## config.mk

```make
export PLATFORM = sky130hd
export DESIGN_NAME = reg_mem_xfer_unit
export DESIGN_NICKNAME = d
export VERILOG_FILES = /design/src/rtl/reg_mem_xfer_unit.sv
export SDC_FILE = /design/constraint.sdc
export NUM_CORES = 1
export LEC_CHECK = 0
export CORE_MARGIN = 3
export CORE_UTILIZATION = 43
export CTS_CLUSTER_DIAMETER = 200
export DETAILED_ROUTE_END_ITERATION = 6
export GPL_TIMING_DRIVEN = 0
export PLACE_DENSITY = 0.61
export SYNTH_ARGS = -nofsm -noshare
export SYNTH_HDL_FRONTEND = slang
export SYNTH_SLANG_ARGS = --single-unit
```

## constraint.sdc

```tcl
create_clock -name clk -period 3.5 [get_ports clk]
set_input_delay 0.875 -clock clk [delete_from_list [all_inputs] [get_ports clk]]
set_output_delay 0.875 -clock clk [all_outputs]
set_load 0.02 [all_outputs]
```

## src/rtl/reg_mem_xfer_unit.sv

```systemverilog
// Register-file / memory transfer engine with start/busy/done handshake.
// The internal single-port memory has a 1-cycle registered read.
module reg_mem_xfer_unit #(
  parameter int DATA_W = 32,
  parameter int ADDR_W = 4,
  parameter int NREGS  = 8,
  parameter int REG_AW = $clog2(NREGS)
) (
  input  logic              clk,
  input  logic              rst_n,
  input  logic              start,
  input  logic [2:0]        opcode,
  input  logic [REG_AW-1:0] reg_addr,
  input  logic [ADDR_W-1:0] mem_addr,
  input  logic [ADDR_W-1:0] mem_addr2,
  input  logic [DATA_W-1:0] imm_data,
  output logic              busy,
  output logic              done,
  output logic              err,
  output logic [DATA_W-1:0] rd_data,
  output logic              rd_valid,
  input  logic [REG_AW-1:0] dbg_reg_addr,
  output logic [DATA_W-1:0] dbg_reg_data
);

  localparam int DEPTH = 2**ADDR_W;

  localparam logic [2:0] OP_STIMM = 3'd0;
  localparam logic [2:0] OP_STREG = 3'd1;
  localparam logic [2:0] OP_LDREG = 3'd2;
  localparam logic [2:0] OP_RDMEM = 3'd3;
  localparam logic [2:0] OP_COPY  = 3'd4;

  typedef enum logic [2:0] {
    S_IDLE, S_EXEC, S_RDWAIT, S_WB, S_DONE
  } state_t;

  state_t state_q, state_d;

  logic [2:0]        op_q, op_d;
  logic [REG_AW-1:0] ra_q, ra_d;
  logic [ADDR_W-1:0] ma_q, ma_d;
  logic [ADDR_W-1:0] ma2_q, ma2_d;
  logic [DATA_W-1:0] imm_q, imm_d;
  logic              err_q, err_d;
  logic [DATA_W-1:0] rd_data_q, rd_data_d;
  logic [DATA_W-1:0] copy_q, copy_d;
  logic [DATA_W-1:0] regs_q [NREGS];
  logic [DATA_W-1:0] regs_d [NREGS];

  logic [DATA_W-1:0] mem_q [DEPTH];
  logic [DATA_W-1:0] mem_rdata_q;

  logic              acc;
  logic              is_store;
  logic              mem_we;
  logic              mem_re;
  logic [ADDR_W-1:0] mem_waddr;
  logic [DATA_W-1:0] mem_wdata;

  assign acc      = (state_q == S_IDLE) && start;
  assign is_store = (op_q == OP_STIMM) || (op_q == OP_STREG);

  always_ff @(posedge clk or negedge rst_n) begin
    if (!rst_n) state_q <= S_IDLE;
    else        state_q <= state_d;
  end

  always_comb begin
    state_d = state_q;
    unique case (state_q)
      S_IDLE: begin
        if (start)
          state_d = (opcode > OP_COPY) ? S_DONE : S_EXEC;
      end
      S_EXEC:   state_d = is_store ? S_DONE : S_RDWAIT;
      S_RDWAIT: state_d = (op_q == OP_COPY) ? S_WB : S_DONE;
      S_WB:     state_d = S_DONE;
      S_DONE:   state_d = S_IDLE;
      default:  state_d = S_IDLE;
    endcase
  end

  always_comb begin
    busy      = (state_q != S_IDLE);
    done      = (state_q == S_DONE);
    err       = done && err_q;
    rd_valid  = done && (op_q == OP_RDMEM);
    mem_re    = (state_q == S_EXEC) && !is_store;
    mem_we    = ((state_q == S_EXEC) && is_store) || (state_q == S_WB);
    mem_waddr = (state_q == S_WB) ? ma2_q : ma_q;
    mem_wdata = imm_q;
    if (state_q == S_WB)      mem_wdata = copy_q;
    else if (op_q == OP_STREG) mem_wdata = regs_q[ra_q];
  end

  always_comb begin
    op_d      = op_q;
    ra_d      = ra_q;
    ma_d      = ma_q;
    ma2_d     = ma2_q;
    imm_d     = imm_q;
    err_d     = err_q;
    rd_data_d = rd_data_q;
    copy_d    = copy_q;
    regs_d    = regs_q;
    if (acc) begin
      op_d  = opcode;
      ra_d  = reg_addr;
      ma_d  = mem_addr;
      ma2_d = mem_addr2;
      imm_d = imm_data;
      err_d = (opcode > OP_COPY);
    end
    if (state_q == S_RDWAIT) begin
      unique case (1'b1)
        op_q == OP_LDREG: regs_d[ra_q] = mem_rdata_q;
        op_q == OP_RDMEM: rd_data_d    = mem_rdata_q;
        op_q == OP_COPY:  copy_d       = mem_rdata_q;
        default: ;
      endcase
    end
  end

  always_ff @(posedge clk or negedge rst_n) begin
    if (!rst_n) begin
      op_q      <= '0;
      ra_q      <= '0;
      ma_q      <= '0;
      ma2_q     <= '0;
      imm_q     <= '0;
      err_q     <= 1'b0;
      rd_data_q <= '0;
      copy_q    <= '0;
      for (int i = 0; i < NREGS; i++)
        regs_q[i] <= '0;
    end else begin
      op_q      <= op_d;
      ra_q      <= ra_d;
      ma_q      <= ma_d;
      ma2_q     <= ma2_d;
      imm_q     <= imm_d;
      err_q     <= err_d;
      rd_data_q <= rd_data_d;
      copy_q    <= copy_d;
      regs_q    <= regs_d;
    end
  end

  // Block-RAM style array: contents survive reset.
  always_ff @(posedge clk) begin
    if (mem_we) mem_q[mem_waddr] <= mem_wdata;
    if (mem_re) mem_rdata_q <= mem_q[ma_q];
  end

  assign rd_data      = rd_data_q;
  assign dbg_reg_data = regs_q[dbg_reg_addr];

endmodule
```

==> out/metrics.yaml, run 1 <==
outcome: "finished, final reports clean"
start_util_pct: 43.5
path_max_fanout: 16
postRouteAntennaNets: 0
hold_class: "in -> async"
startpoint_type: "flop"
die_h_um: 305
worstMarginPinSlew_ps: 1320
routed_wl_um: 110000
synthArstFlopShare_pct: 40.5
slew_violations: 0
fin_skew_ps: 22.4
yosysSeqAreaShare_pct: 66.6
cts-htree-levels: 3
vias_per_cell: 5.99
first_pass_iters: 5
synthXorXnorAreaFrac_pct: 0
ys_ff_latch: 914
hpwl_um: 76000
cts.hold.buffers_added: 0
muxShareOfSynthArea_pct: 23.6
drtIter0Drc: 2074
grt_pass1_wl_um: 161000
place_congestion: 0.889
grt_overflow: 0
hold_viol_final: 0
fin_crit_ps: 3450
cts_buffers: 95
dieArea_mm2: 0.0931
rsz0062_at_grt: "false"
synthCells: 2246
drc: 0
clkSinkCount: 914
slew_headroom_pct: 11.3
crit_type: "reg -> reg"
synth_area_per_cell_um2: 17.1
setup_viol: 0
layout-drive-gt1-share_pct: 34.4
synth_top_family_by_area: "multiplexers"
ys_types: 46
nets: 2537
cts_tree: "yes"
final_area_mm2: 0.0456
coreArea_mm2: 0.0885
endpoint_kind: "flop"
synth-simple-area-share_pct: 3.04
power_density_mw_per_mm2: 869
clk_pin_slew_ps: 60
synth_fa_ha_area_share_pct: 0
grt_max_degree: 126
clk_latency_ps: 660
syn_to_final_growth_pct: 18.5
track_usage_pct: 23.7
power_w: 0.0396
die-width_um: 305
ir_drop_uv: 390
yosys_warnings: 0
antenna_found_initial: 3
arrival_ps: 3840
leakage_nw: 17.6
postPlaceCellArea_mm2: 0.0417
netlist_area_mm2: 0.0385
synthesis.nets: 2298
cts_buffer_depth: 3
root_buffer: "clkbuf_16"
max_freq_mhz: 290
fin_crit_sh_pct: 98.6
core.rowCount: 109
io_buffers: 116
ioPinCount: 120
num_vias: 22400
synth_ff_type: "edfxtp_1"
max_cap_violations: 0
synth_edf_count: 544
synth_compound_area_share_pct: 4.76
crit_required_ps: 3890
grt_pass1_vias: 23300
wl_per_cell_um: 29.6
-- critical path: stages (launching register included) --
cell and delay, ps:
dfrtp_1 320, clkbuf_1 290, clkbuf_2 500, clkbuf_2 460
buf_2 400, clkbuf_2 420, a31oi_1 250, a21oi_4 510
-- report_power, final --
part           total (W)  internal (W)  leakage, nW  switching [W]
Clock             0.0104       0.00612         1.60        0.00429
Sequential        0.0159        0.0148         9.95        0.00113
Combinational     0.0132       0.00496         6.05        0.00827
Total             0.0396        0.0259         17.6         0.0137
-- timing repair --
action / in CTS / in global routing
cloned: 0 / 0
pin swaps: 0 / 5
buffers inserted: 0 / 5
endpoints found under the setup margin: 962 / 461
resized for setup: 146 / 22
-- Yosys cell counts (4+ instances only) --
cell | count | share of area (%)
nor2b_1 | 9 | 0.15
buf_2 | 26 | 0.34
mux4_2 | 196 | 11
nor3_1 | 9 | 0.12
and3_1 | 7 | 0.11
nor2_1 | 31 | 0.30
buf_1 | 58 | 0.57
a221o_1 | 16 | 0.42
and2_1 | 5 | 0.081
nand2_1 | 185 | 1.8
clkbuf_1 | 94 | 0.92
a21oi_1 | 35 | 0.46
a22o_1 | 10 | 0.23
a31oi_1 | 19 | 0.31
mux2i_1 | 36 | 0.94
a22oi_1 | 69 | 1.3
nand3_1 | 7 | 0.091
nor3b_1 | 5 | 0.098
dfrtp_1 | 370 | 24
edfxtp_1 | 544 | 42
a32oi_1 | 4 | 0.091
inv_1 | 7 | 0.068
mux2_2 | 383 | 11
a221oi_1 | 32 | 0.73
o21ai_0 | 23 | 0.30
o22ai_1 | 28 | 0.46
and2_0 | 4 | 0.065
-- area by class of cell --
| cell class | instances | area, um^2 |
|---|---|---|
| Timing Repair Buffer | 142 | 1660 |
| Tap cell | 1165 | 1460 |
| Clock buffer | 140 | 2780 |
| Fill cell | 7071 | 43000 |
| Inverter | 8 | 30.0 |
| Clock inverter | 37 | 493 |
| Sequential cell | 914 | 25600 |
| Antenna cell | 1 | 2.50 |
| Multi-Input combinational cell | 1141 | 12600 |
| Buffer | 183 | 953 |
-- flip-flops by register name, indices dropped and copies added, names as in the netlist --
name	count
regs_q	256
imm_q	32
ma_q	4
op_q	3
mem_rdata_q	32
state_q	3
err_q	1
rd_data	32
ma2_q	4
copy_q	32
ra_q	3
mem_q	512
-- routing by layer --
layer	track usage (%)	up-vias	routed length [um]
li1	-	9327	-
met5	0	-	13
met4	7.89	2	3520
met2	39.7	910	54400
met1	31.4	11900	44400
met3	4.35	199	8160
-- cell families after synthesis --
| logic type | count (synthesis) |
|---|---|
| mux | 615 |
| compound gates | 255 |
| flops | 914 |
| simple gates | 271 |
| buf+inv | 191 |
-- path summary, 6_finish.rpt --
check | cells after the start | startpoint | to | slack (ps)
worst max register to register | 7 | ra_q[0] | mem_q[14][30] | 50
worst min register to register | 2 | err_q | err_q | 490
worst max-delay path | 7 | ra_q[0] | mem_q[14][30] | 50
min in group clk | 2 | err_q | err_q | 490
max in group asynchronous | 3 | rst_n | regs_q[42] | 2010
worst min-delay path | 1 | rst_n | regs_q[89] | 70
-- layout by cell type, fill, tap and decap left out, types with 42 or more instances in the layout --
cell	n
a22oi_1	69
buf_1	42
clkbuf_1	93
clkbuf_16	96
clkdlybuf4s50_1	83
dfrtp_1	370
edfxtp_1	544
mux2_2	383
mux4_2	196
nand2_1	185
-- per-stage QoR --
stage / cells / setup TNS, ps / setup slack, ps / hold slack (ps) / util, %
floorplan: 2246 / 0 / 217 / 442 / -
global placement: 3527 / -6853060 / -14610 / 465 / 46.4
detailed placement: 3548 / -606580 / -1700 / 470 / 47.1
CTS: 3725 / -68.6 / -68.6 / 50.7 / 51.2
global route: 3730 / 0 / 11.6 / 75.0 / 51.5
finish: 3731 / 0 / 49.2 / 72.2 / 51.5
(Power assumes the default switching activity.)
==> run 2, diff against run 1 <==
Settings changed: CORE_UTILIZATION 43 to 31, PLACE_DENSITY 0.61 to 0.48.
==> run 2 against run 1 <==
  * Flip-flop and latch count unchanged
  * Via count increased by 0.99%
  * Critical path depth unchanged
  * Register-to-register slack about the same
  * Die area increased by 38%
  * First-iteration DRC count decreased by 3.1%
  * Worst setup slack improved by 0.79 ps
  * Cell count increased by 13%
  * Sequential share of layout area decreased by 1.2 points
  * Critical path type unchanged
==> out/metrics.yaml, run 2 (synthesized netlist as in run 1, its figures left out) <==
hold_viol_final: 0
max_freq_mhz: 290
cp_cell_sequence: "clkbuf_1, nand3b_1, nand2b_1, clkbuf_1, clkbuf_2, a21oi_1, a21oi_2"
num_vias: 22600
hold-worst-slack_ps: 218
ir_drop_uv: 462
path_common_cell: "clkbuf_1"
largest_register_ffs: 512
layout-drive-gt1-share_pct: 34.7
io_buffers: 116
coreArea_mm2: 0.123
place_congestion: 0.858
grt_pass1_vias: 23700
slew_headroom_pct: 2.45
vias_per_cell: 5.35
crit_type: "reg -> reg"
arrival_ps: 3840
nets: 2565
top_register: "mem_q"
path_max_fanout: 16
drc: 0
cts_buffers: 99
start_util_pct: 31.4
setup_viol: 0
path_buf_inv: 3
final_area_mm2: 0.0466
wl_per_cell_um: 29.5
crit_slowest_cell: "clkbuf_1"
power_density_mw_per_mm2: 864
die_h_um: 358
hold_class: "in -> async"
startpoint_type: "flop"
max_cap_violations: 0
ioPinCount: 120
cts_tree: "yes"
fin_crit_ps: 3450
reg.largest.list: "mem_q: 512 flops, regs_q: 256 flops"
postRouteAntennaNets: 0
die-width_um: 358
grt_pass1_wl_um: 178000
fin_crit_sh_pct: 98.6
setup_slack_ps: 50.0
grt_overflow: 0
fin_skew_ps: 24.2
track_usage_pct: 19.4
utilization_pct: 38.0
slew_violations: 0
hpwl_um: 85600
core.rowCount: 128
dieArea_mm2: 0.128
grt_max_degree: 106
cts-htree-levels: 3
outcome: "finished, final reports clean"
path_delay_family: "buffers and inverters"
final_common_cell: "edfxtp_1"
slowest_delay_ps: 610
cts.hold.buffers_added: 0
clk_pin_slew_ps: 60
syn_to_final_growth_pct: 21.1
routed_wl_um: 125000
pre_cts_slack_ps: -1790
root_buffer: "clkbuf_16"
clk_latency_ps: 690
power_w: 0.0402
layout_common_cells: "edfxtp_1 (544), mux2_2 (383), dfrtp_1 (370)"
worstMarginPinSlew_ps: 1460
clkSinkCount: 914
cts_buffer_depth: 3
endpoint_kind: "flop"
antenna_found_initial: 1
leakage_nw: 17.8
postPlaceCellArea_mm2: 0.0423
drtIter0Drc: 2010
crit_required_ps: 3890
first_pass_iters: 7
==> run 2: final timing paths <==
check,endpoint,start,cells after the start,slack (ps)
max,mem_q[3][16],state_q[1],7,50
min,regs_q[25],rst_n,1,220
max reg2reg,mem_q[3][16],state_q[1],7,50
min reg2reg,imm_q[5],imm_q[5],2,480
max in group asynchronous,copy_q[7],rst_n,3,1900
min in group clk,imm_q[5],imm_q[5],2,480
==> run 2: metrics by stage <==
stage	std cells	setup TNS (ps)
6_report	4221	0
5_1_grt	4218	-82.7
4_1_cts	4209	0
3_5_place_dp	4009	-815870
3_3_place_gp	3987	-7469860
2_1_floorplan	2246	0
==> run 2: routing by layer <==
metal / GRT usage [%] / wire length, um / vias to the layer above
li1: - / - / 9392
met1: 26.2 / 53700 / 12200
met2: 32.0 / 60200 / 777
met3: 3.16 / 7010 / 201
met4: 6.45 / 3800 / 0
met5: 0 / 0 / -
==> run 2: layout make-up <==
cell class	instances	area, um^2
Fill cell	11300	75900
Sequential cell	914	25600
Multi-Input combinational cell	1141	12600
Clock buffer	138	2720
Timing Repair Buffer	166	2120
Tap cell	1625	2030
Buffer	183	1010
Clock inverter	43	480
Inverter	8	30.0
Antenna cell	3	7.51
==> run 2: power breakdown <==
| part | switching [W] | internal (W) |
|---|---|---|
| Combinational | 0.00870 | 0.00520 |
| Clock | 0.00444 | 0.00590 |
| Sequential | 0.00117 | 0.0148 |
==> run 2: worst reg2reg max path, stage by stage, from the launching register on <==
cell,delay (ps)
dfrtp_1,340
clkbuf_1,340
nand3b_1,320
nand2b_1,150
clkbuf_1,610
clkbuf_2,620
a21oi_1,160
a21oi_2,600
==> run 2: timing repair <==
| action | in CTS | in global routing |
|---|---|---|
| endpoints found under the setup margin | 1064 | 279 |
| setup buffers | 19 | 9 |
| pin swaps | 16 | 9 |
| gates resized for setup | 168 | 15 |
